==> src/rtl/imem_loader.sv <==
// Program loader: assembles big-endian bytes into 32-bit words and writes them to
// instruction memory at consecutive addresses, holding the CPU in reset until done.
module imem_loader #(
  parameter int ADDR_W = 5
) (
  input  logic              clk_i,
  input  logic              rst_i,
  input  logic              start_i,
  input  logic [ADDR_W:0]   len_i,
  input  logic [7:0]        byte_i,
  input  logic              byte_valid_i,
  output logic              byte_ready_o,
  output logic              imem_we_o,
  output logic [ADDR_W-1:0] imem_addr_o,
  output logic [31:0]       imem_data_o,
  output logic              cpu_rst_o,
  output logic              busy_o,
  output logic              done_o,
  output logic [ADDR_W:0]   words_o
);

  localparam logic [ADDR_W:0] DEPTH    = {1'b1, {ADDR_W{1'b0}}};
  localparam logic [ADDR_W:0] ONE      = {{ADDR_W{1'b0}}, 1'b1};
  localparam logic [ADDR_W:0] ZERO_LEN = {(ADDR_W+1){1'b0}};

  typedef enum logic [1:0] {
    S_IDLE  = 2'd0,
    S_RECV  = 2'd1,
    S_WRITE = 2'd2,
    S_DONE  = 2'd3
  } state_t;

  state_t          r_state;
  logic [31:0]     r_word;
  logic [1:0]      r_cnt;
  logic [ADDR_W:0] r_words;
  logic [ADDR_W:0] r_len;
  logic            r_ready;
  logic            r_we;
  logic            r_busy;
  logic            r_done;
  logic            r_cpu_rst;

  logic [ADDR_W:0] w_eff_len;
  logic [ADDR_W:0] w_words_inc;
  logic            w_accept;

  // Requests longer than the memory are clamped so the address never wraps.
  always_comb begin
    if (len_i > DEPTH) begin
      w_eff_len = DEPTH;
    end else begin
      w_eff_len = len_i;
    end
  end

  assign w_words_inc = r_words + ONE;
  assign w_accept    = byte_valid_i && r_ready;

  // Loader FSM; output flags are registered alongside each state transition.
  always_ff @(posedge clk_i) begin
    if (rst_i) begin
      r_state   <= S_IDLE;
      r_word    <= 32'd0;
      r_cnt     <= 2'd0;
      r_words   <= ZERO_LEN;
      r_len     <= ZERO_LEN;
      r_ready   <= 1'b0;
      r_we      <= 1'b0;
      r_busy    <= 1'b0;
      r_done    <= 1'b0;
      r_cpu_rst <= 1'b0;
    end else begin
      case (r_state)
        S_IDLE, S_DONE: begin
          if (start_i) begin
            r_words <= ZERO_LEN;
            r_cnt   <= 2'd0;
            r_len   <= w_eff_len;
            if (w_eff_len == ZERO_LEN) begin
              r_state   <= S_DONE;
              r_ready   <= 1'b0;
              r_busy    <= 1'b0;
              r_done    <= 1'b1;
              r_cpu_rst <= 1'b1;
            end else begin
              r_state   <= S_RECV;
              r_ready   <= 1'b1;
              r_busy    <= 1'b1;
              r_done    <= 1'b0;
              r_cpu_rst <= 1'b0;
            end
          end
        end
        S_RECV: begin
          if (w_accept) begin
            r_word <= {r_word[23:0], byte_i};
            r_cnt  <= r_cnt + 2'd1;
            if (r_cnt == 2'd3) begin
              r_state <= S_WRITE;
              r_ready <= 1'b0;
              r_we    <= 1'b1;
            end
          end
        end
        S_WRITE: begin
          r_we    <= 1'b0;
          r_words <= w_words_inc;
          r_cnt   <= 2'd0;
          if (w_words_inc == r_len) begin
            r_state   <= S_DONE;
            r_busy    <= 1'b0;
            r_done    <= 1'b1;
            r_cpu_rst <= 1'b1;
          end else begin
            r_state <= S_RECV;
            r_ready <= 1'b1;
          end
        end
        default: begin
          r_state   <= S_IDLE;
          r_ready   <= 1'b0;
          r_we      <= 1'b0;
          r_busy    <= 1'b0;
          r_done    <= 1'b0;
          r_cpu_rst <= 1'b0;
        end
      endcase
    end
  end

  // Address and data come straight from registers, so they hold steady during the strobe.
  assign byte_ready_o = r_ready;
  assign imem_we_o    = r_we;
  assign imem_addr_o  = r_words[ADDR_W-1:0];
  assign imem_data_o  = r_word;
  assign cpu_rst_o    = r_cpu_rst;
  assign busy_o       = r_busy;
  assign done_o       = r_done;
  assign words_o      = r_words;

endmodule

==> config.mk <==
export PLATFORM = sky130hd
export DESIGN_NAME = imem_loader
export DESIGN_NICKNAME = d
export VERILOG_FILES = /design/src/rtl/imem_loader.sv
export SDC_FILE = /design/constraint.sdc
export NUM_CORES = 1
export LEC_CHECK = 0
export BUFFER_PORTS_ARGS = -buffer_cell sky130_fd_sc_hd__buf_2
export CELL_PAD_IN_SITES_DETAIL_PLACEMENT = 1
export CELL_PAD_IN_SITES_GLOBAL_PLACEMENT = 1
export CORE_MARGIN = 4
export CORE_UTILIZATION = 35
export DETAILED_ROUTE_END_ITERATION = 12
export PLACE_DENSITY = 0.8
export REMOVE_ABC_BUFFERS = 1
export SKIP_CTS_REPAIR_TIMING = 1
export SYNTH_ARGS = -nofsm -noshare
export SYNTH_HDL_FRONTEND = slang
export SYNTH_SLANG_ARGS = --single-unit
==> constraint.sdc <==
create_clock -name clk_i -period 2.7 [get_ports clk_i]
set_input_delay 0.54 -clock clk_i [delete_from_list [all_inputs] [get_ports clk_i]]
set_output_delay 0.54 -clock clk_i [all_outputs]
set_load 0.05 [all_outputs]
# Word level (Yosys, flattened, before mapping)

Index checks and enable logic that the tools add are counted.
W data, S select, Z words.

Add/sub/neg operators: 2
$mul: 0
Divide/modulo/power cells: 0
$lt $le $gt $ge: 1
Equal/unequal tests: 10
Shift-type cells: 0
Multiplexer cells: 27
Bitwise operators: 0
Reductions and logical operators: 14

Operator list:

| cell                  | count |
|---|---|
| $mux W2               | 7 |
| $mux W6               | 2 |
| $pmux W2 S3           | 2 |
| $pmux W6 S2           | 1 |
| $mux W1               | 11 |
| $ne A2 B2 Y1 const B  | 5 |
| $reduce_and A3 Y1     | 3 |
| $reduce_and A2 Y1     | 4 |
| $add A6 B1 Y6 const B | 1 |
| $eq A2 B2 Y1 const B  | 3 |
| $eq A6 B6 Y1          | 1 |
| $gt A6 B6 Y1 const B  | 1 |
| $logic_not A6 Y1      | 1 |
| $pmux W1 S2           | 3 |
| $reduce_and A4 Y1     | 1 |
| $reduce_bool A2 Y1    | 2 |
| $pmux W1 S3           | 1 |
| $add A2 B1 Y2 const B | 1 |
| $eq A2 B1 Y1 const B  | 1 |
| $logic_not A2 Y1      | 1 |
| $reduce_or A2 Y1      | 1 |
| $logic_and A1 B1 Y1   | 1 |

Register bits: 52
Bits in latches: 0
Memory bits (writable): 0
ROM bits: 0
Bits of input ports: 18
Output and inout port bits: 48
Word-level logic and storage cells: 63
Memories kept: 0

# Longest topological paths before layout

Gate-level depths: netlist of the first run.

Word-level depth: 6
Depth in mapped cells: 8
Gate-level depth less buffers: 7

# Worst setup path after synthesis of the first run

No wires, ideal clock.

Path kind: register to register
From: register r_words[0] (netlist: words_o[0])
To: register r_ready (netlist: byte_ready_o)
Setup time: 0.068 ns
Data arrival time: 1.922 ns
Data required time: 2.632 ns
Slack: 0.710 ns
Cell stages (with the launch flop): 7
Path buffers: 0
Period minus slack after synthesis: 1.990 ns
Path through: dfxtp_1 ha_1 xor2_1 nor3_1 o211ai_2 a221o_1 o21ai_2

Cells in the longest elaborated chain, start to end: 4

Ends and longest elaborated chain:

| item                        | line | RTL |
|---|---|---|
| start, declared             | 36   | `logic [ADDR_W:0] r_words;` |
| start signal, assigned      | 108  | `r_words <= w_words_inc;` |
| $add A6 B1 Y6               | 57   | `assign w_words_inc = r_words + ONE;` |
| $eq A6 B6 Y1                | 110  | `if (w_words_inc == r_len) begin` |
| $ne A2 B2 Y1 (no line)      | -    |  |
| $reduce_and A4 Y1 (no line) | -    |  |
| end signal, assigned        | 68   | `r_ready <= 1'b0;` |
| end signal, assigned        | 117  | `r_ready <= 1'b1;` |
| end signal, assigned        | 122  | `r_ready <= 1'b0;` |
| end, declared               | 38   | `logic r_ready;` |

No other way between the ends.
A chain may end at the register's enable or synchronous reset.

# Worst setup path after layout of the first run

From: register r_state[0]
To: register r_ready (netlist: byte_ready_o)

Cells in the longest elaborated chain, start to end: 4
Elaborated cells on any way between the ends: 11
Those cells by class: eq/ne (7); mux (1); reduce/logical (3)

Ends and longest elaborated chain:

| item                                                    | line | RTL |
|---|---|---|
| start, declared                                         | 33   | `state_t r_state;` |
| start signal, assigned                                  | 63   | `r_state <= S_IDLE;` |
| start signal, assigned                                  | 81   | `r_state <= S_DONE;` |
| start signal, assigned                                  | 87   | `r_state <= S_RECV;` |
| $eq A2 B2 Y1 / $logic_not A2 Y1 (equally long branches) | 74   | `case (r_state)` |
| $reduce_or A2 Y1                                        | 74   |  |
| $ne A2 B2 Y1 (no line)                                  | -    |  |
| $reduce_and A4 Y1 (no line)                             | -    |  |
| end signal, assigned                                    | 68   |  |
| end signal, assigned                                    | 82   | `r_ready <= 1'b0;` |
| end signal, assigned                                    | 88   | `r_ready <= 1'b1;` |

Several ways; a longest one is shown, not always the timed one.

==> qor.yml, run 1 <==
placement:
  hpwl_um: 4230
  port_buffers: 65
  dp.cells: 409
  place_congestion: 0.8083
logic_synthesis:
  synth_cell_types: 41
  synth-async-reset-ratio_pct: 0
  ys_seq_elements: 52
  synth_area_um2: 2271
  synth_cells: 287
  syn_avg_cell_area_um2: 7.913
  synth_seq_area_share_pct: 45.84
  yosys_warnings: 0
  ys.flop_type: "dfxtp_1"
  synth-edff-count: 0
finish:
  insertedDiodeCount: 0
  final_cell_mix: "nand2_1 (79), buf_2 (65), dfxtp_1 (52), a21oi_1 (47), nor2_1 (19)"
  area_growth_syn_to_layout_pct: 19.39
  fin_cells: 417
  final_nets: 362
  layout_commonest_cell: "nand2_1"
  drive_gt1_share_pct: 23.82
drt:
  dr.pass1.iters: 4
  viasPerCell: 5.175
  drc: 0
  dr.first_iter.drc_count: 92
  antenna_left: 0
  wirelength_um: 5951
  vias: 2158
  wl_per_cell_um: 14.27
global_routing:
  grt_util_all_layers_pct: 15.52
  overflow: 0
  grt_pass1_wl_um: 9770
  grt_pass1_vias: 2079
  grt_max_degree: 33
  antenna_found_initial: 0
sta:
  fin_skew_ps: 7.602
  timing.fmax_ghz: 0.5001
  tns_ps: 0
  slew-limit-headroom_pct: 67.37
  fin_crit_sh_pct: 74.06
  slew_violations: 0
  finalSetupViolCount: 0
  period_needed_ps: 2000
  rsz0062_at_grt: "no"
  finalHoldViolCount: 0
  worst_pin_slew_ps: 489.4
clock_tree:
  insertion_delay_ps: 310
  cts_buffers: 5
  cts-htree-levels: 2
  clockBufferDepth: 2
  cts-root-buf: "clkbuf_8"
  cts_tree: "done"
  clk_pin_slew_ps: 100
  clock_sinks: 52
setup_path:
  end_kind: "register"
  rr_endpoint: "byte_ready_o"
  worstPathArrival_ps: 2200
  path_cells: "inv_1 -> ha_1 -> nor2b_4 -> a21oi_1 -> o31a_2 -> a221o_1 -> o21ai_2"
  crit_path_top_delay_cell: "ha_1"
  worst-r2r-setup-slack_ps: 700
  reg2reg_depth: 7
  required_ps: 2900
  startpoint_type: "register"
  crit_family: "compound AO/OA/AOI/OAI gates"
  slowest_delay_ps: 400
  timing.rr.start: "r_state[0]"
  cp_max_fo: 8
  cp.buffers_inverters: 1
  critPathKind: "register to register"
pwr:
  p_leak_nw: 1.156
  ir_drop_v: 0.0002599
  p_per_area_nw_per_um2: 736.9
outcome:
  status: "finished, final reports clean"
min_path:
  min_path_type: "input pin to register"
  min_from: "byte_i[1]"
  worstHoldEndpoint: "imem_data_o[1]"
  min_delay_path_depth: 3
die:
  coreArea_um2: 6314
  ios: 66
  fp.dieH_um: 88.55
  die_width_um: 88.55
  start_util_pct: 35.97
  rows: 29
  dieArea_um2: 7841
job:
  maxCapViolCount: 0
## final cells by class
class                   instances  area [um^2]
clock buffers                   6        72.57
clock inverters                 2        38.79
fillers                       836         3602
inverters                       5        18.77
multi-input cells             207         1096
flip-flops and latches         52         1041
well taps                      77        96.34
repair buffers                 68        347.8
## worst min-delay path: stages
cell and delay (ps):
buf_2 100, nand2_1 40, a21oi_1 50
## cell usage after synthesis, types with 2 or more instances
master	number	area, um^2
xnor2_1	4	35.03
nand2_1	79	296.5
xor2_1	3	26.28
inv_1	5	18.77
a2bb2oi_1	2	17.52
a31oi_1	3	18.77
and3_1	2	12.51
dfxtp_1	52	1041
o21ai_0	2	10.01
nor3b_1	6	45.04
nand3_1	7	35.03
a32oi_1	2	17.52
ha_1	5	62.56
clkbuf_1	13	48.80
nor2_1	19	71.32
nor3_1	6	30.03
a21oi_1	47	235.2
buf_4	7	52.55
## flip-flops by register name, summed over array words and instances (netlist names)
register / count
busy_o: 1
byte_ready_o: 1
cpu_rst_o: 1
imem_data_o: 32
imem_we_o: 1
r_cnt: 2
r_len: 6
r_state: 2
words_o: 6
## through the flow
step                utilization (%)  power (mW)  area (um^2)  worst slack, ps  hold WS [ps]
CTS                           42.94       2.028         2711            689.4         445.7
finish                        42.94       1.998         2711            700.5         455.6
floorplan                         -       1.310         2156            353.4         441.8
global placement              41.18       1.457         2600            811.9         439.4
detailed placement            41.18       1.473         2600            726.1         446.7
global route                  42.94       2.126         2711            498.2         457.5
## worst max-delay path by stage
stage	cells past startpoint	from	endpoint
detailed placement	7	r_state[0]	byte_ready_o
CTS	7	r_state[0]	byte_ready_o
floorplan	5	words_o[0]	byte_ready_o
global route	7	r_state[0]	byte_ready_o
finish	7	r_state[0]	byte_ready_o
global placement	7	r_state[0]	byte_ready_o
## metal layers
metal	routed length (um)	global-route usage, %	part of all wire, %
met5	0	0	0
met4	111	4.533	1.9
met3	202	3.445	3.4
met2	2973	26.92	50
met1	2663	19.29	45
## logic make-up (layout without fill, tap and decap cells)
logic type,after synthesis,count (layout),synth area share [%]
adder cells (fa/ha/maj),5,5,2.755
flip-flops,52,52,45.84
XOR/XNOR,7,7,2.700
AO/OA/AOI/OAI,68,68,18.02
multiplexers,1,1,0.4408
AND/OR/NAND/NOR,126,126,24.35
buffers and inverters,28,81,5.895
## where the power goes
group          switching (mW)  internal, mW
sequential             0.0538         0.819
combinational           0.405         0.176
clock                   0.263         0.280
total                   0.723          1.28
Note: power is estimated with default switching activity, not from simulation.
==> run 2: changes to the inputs <==
--- a/config.mk
+++ b/config.mk
@@ -9,9 +9,9 @@
 export CELL_PAD_IN_SITES_DETAIL_PLACEMENT = 1
 export CELL_PAD_IN_SITES_GLOBAL_PLACEMENT = 1
 export CORE_MARGIN = 4
-export CORE_UTILIZATION = 35
+export CORE_UTILIZATION = 33
 export DETAILED_ROUTE_END_ITERATION = 12
-export PLACE_DENSITY = 0.8
+export PLACE_DENSITY = 0.79
 export REMOVE_ABC_BUFFERS = 1
 export SKIP_CTS_REPAIR_TIMING = 1
 export SYNTH_ARGS = -nofsm -noshare
==> constraint.sdc (replaced) <==
create_clock -name clk_i -period 1.8 [get_ports clk_i]
set_input_delay 0.36 -clock clk_i [delete_from_list [all_inputs] [get_ports clk_i]]
set_output_delay 0.36 -clock clk_i [all_outputs]
set_load 0.05 [all_outputs]
==> qor.yml, run 2 (synthesis gave the netlist of run 1 again) <==
clock_tree:
  cts_tree: "done"
  cts-root-buf: "clkbuf_8"
  cts_buffers: 5
  clk_pin_slew_ps: 100
  cts-htree-levels: 2
  clockBufferDepth: 2
  clock_sinks: 52
  insertion_delay_ps: 310
min_path:
  worstHoldEndpoint: "imem_data_o[1]"
  min_delay_path_depth: 3
  min_from: "byte_i[1]"
  min_path_type: "input pin to register"
drt:
  antenna_left: 0
  top_layer: "met4"
  dr.first_iter.drc_count: 83
  wl_met1_um: 2744
  wirelength_um: 6063
  drc: 0
  routed-wl-met3_um: 157
  dr.pass1.iters: 4
  wl_per_cell_um: 14.23
  wl_met2_um: 3069
  viasPerCell: 5.101
  vias: 2173
die:
  die_width_um: 90.96
  fp.dieH_um: 90.96
  ios: 66
  coreArea_um2: 6531
  rows: 29
  dieArea_um2: 8273
  start_util_pct: 34.77
setup_path:
  worst-r2r-setup-slack_ps: 130
  critPathKind: "register to register"
  worstPathArrival_ps: 1920
  end_kind: "register"
  startpoint_type: "register"
  rr_endpoint: "byte_ready_o"
  timing.rr.start: "r_state[0]"
  required_ps: 2040
  cp_max_fo: 7
  reg2reg_depth: 8
finish:
  area_growth_syn_to_layout_pct: 22.81
  fillCellCount: 830
  final_cell_mix: "nand2_1 (79), buf_2 (65), dfxtp_1 (51), a21oi_1 (46), nor2_1 (18)"
  fin_cells: 426
  final_nets: 371
  layout_commonest_cell: "nand2_1"
  fin_util_pct: 42.70
  largest_reg_flops: 32
  drive_gt1_share_pct: 26.65
  insertedDiodeCount: 0
pwr:
  switching_share_pct: 37.69
  intPower_mw: 1.846
  p_sw_mw: 1.117
  clkPwrFrac_pct: 22.7
  p_per_area_nw_per_um2: 1062
  p_leak_nw: 1.197
  seq_power_share_pct: 43.8
  ir_drop_v: 0.0003284
  p_comb_share_pct: 33.4
  total_power_mw: 2.963
sta:
  finalHoldViolCount: 0
  timing.fmax_ghz: 0.5970
  fin_ws_ps: 125.0
  slew_violations: 0
  fin_crit_sh_pct: 93.05
  rsz0062_at_grt: "no"
  period_needed_ps: 1675
  slew-limit-headroom_pct: 69.38
  whs_ps: 276.3
  fin_skew_ps: 10.11
  finalSetupViolCount: 0
  worst_pin_slew_ps: 459.3
placement:
  port_buffers: 65
  dp.cells: 418
  place_congestion: 0.7530
  hpwl_um: 4457
  post-place-ws_ps: 106.3
job:
  maxCapViolCount: 0
global_routing:
  grt_pass1_wl_um: 10410
  grt_max_degree: 44
  grt_pass1_vias: 2162
  antenna_found_initial: 0
  overflow: 0
  grt_util_all_layers_pct: 14.92
outcome:
  status: "finished, final reports clean"
run 2: metrics by stage:
stage | setup TNS, ps | instance area [um^2]
after global routing | 0 | 2789
final | 0 | 2789
after CTS | 0 | 2781
after global placement | 0 | 2693
after floorplan | -3119 | 2156
after detailed placement | 0 | 2693
run 2: how the worst max path moves through the flow:
| stage | from | end | slack [ps] |
|---|---|---|---|
| floorplan | words_o[0] | byte_ready_o | -550 |
| global placement | r_state[0] | byte_ready_o | 190 |
| detailed placement | r_state[0] | byte_ready_o | 110 |
| global route | r_state[0] | byte_ready_o | 20 |
| finish | r_state[0] | byte_ready_o | 130 |
| CTS | r_state[0] | byte_ready_o | 70 |
run 2: final cells by class:
| type | instances | area, um^2 | area share, % |
|---|---|---|---|
| inverters | 5 | 18.77 | 0.6729 |
| clock inverters | 2 | 16.27 | 0.5832 |
| repair buffers | 77 | 440.4 | 15.79 |
| flip-flops and latches | 52 | 1042 | 37.37 |
| clock buffers | 6 | 72.57 | 2.602 |
| multi-input cells | 207 | 1102 | 39.52 |
| well taps | 77 | 96.34 | 3.454 |
run 2: worst max-delay path, stage by stage (launching register included):
cell and delay, ps:
dfxtp_2 370, inv_1 50, ha_1 310, nor2b_4 160, a21oi_1 50, buf_4 170, o31a_2 110, a221o_1 340
o21ai_2 60
run 2: power by group through the flow:
stage	combinational, mW	clock, mW	sequential [mW]
after CTS	0.996	0.704	1.30
after global routing	1.09	0.749	1.31
after global placement	0.957	0	1.32
after detailed placement	0.990	0	1.32
after floorplan	0.465	0	1.50
final	0.991	0.673	1.30
run 2: routing by layer:
| metal | vias to the layer above | track usage [%] |
|---|---|---|
| li1 | 1085 | - |
| met1 | 1053 | 18.09 |
| met2 | 27 | 26.79 |
| met3 | 8 | 2.479 |
| met4 | 0 | 4.899 |
| met5 | - | 0 |
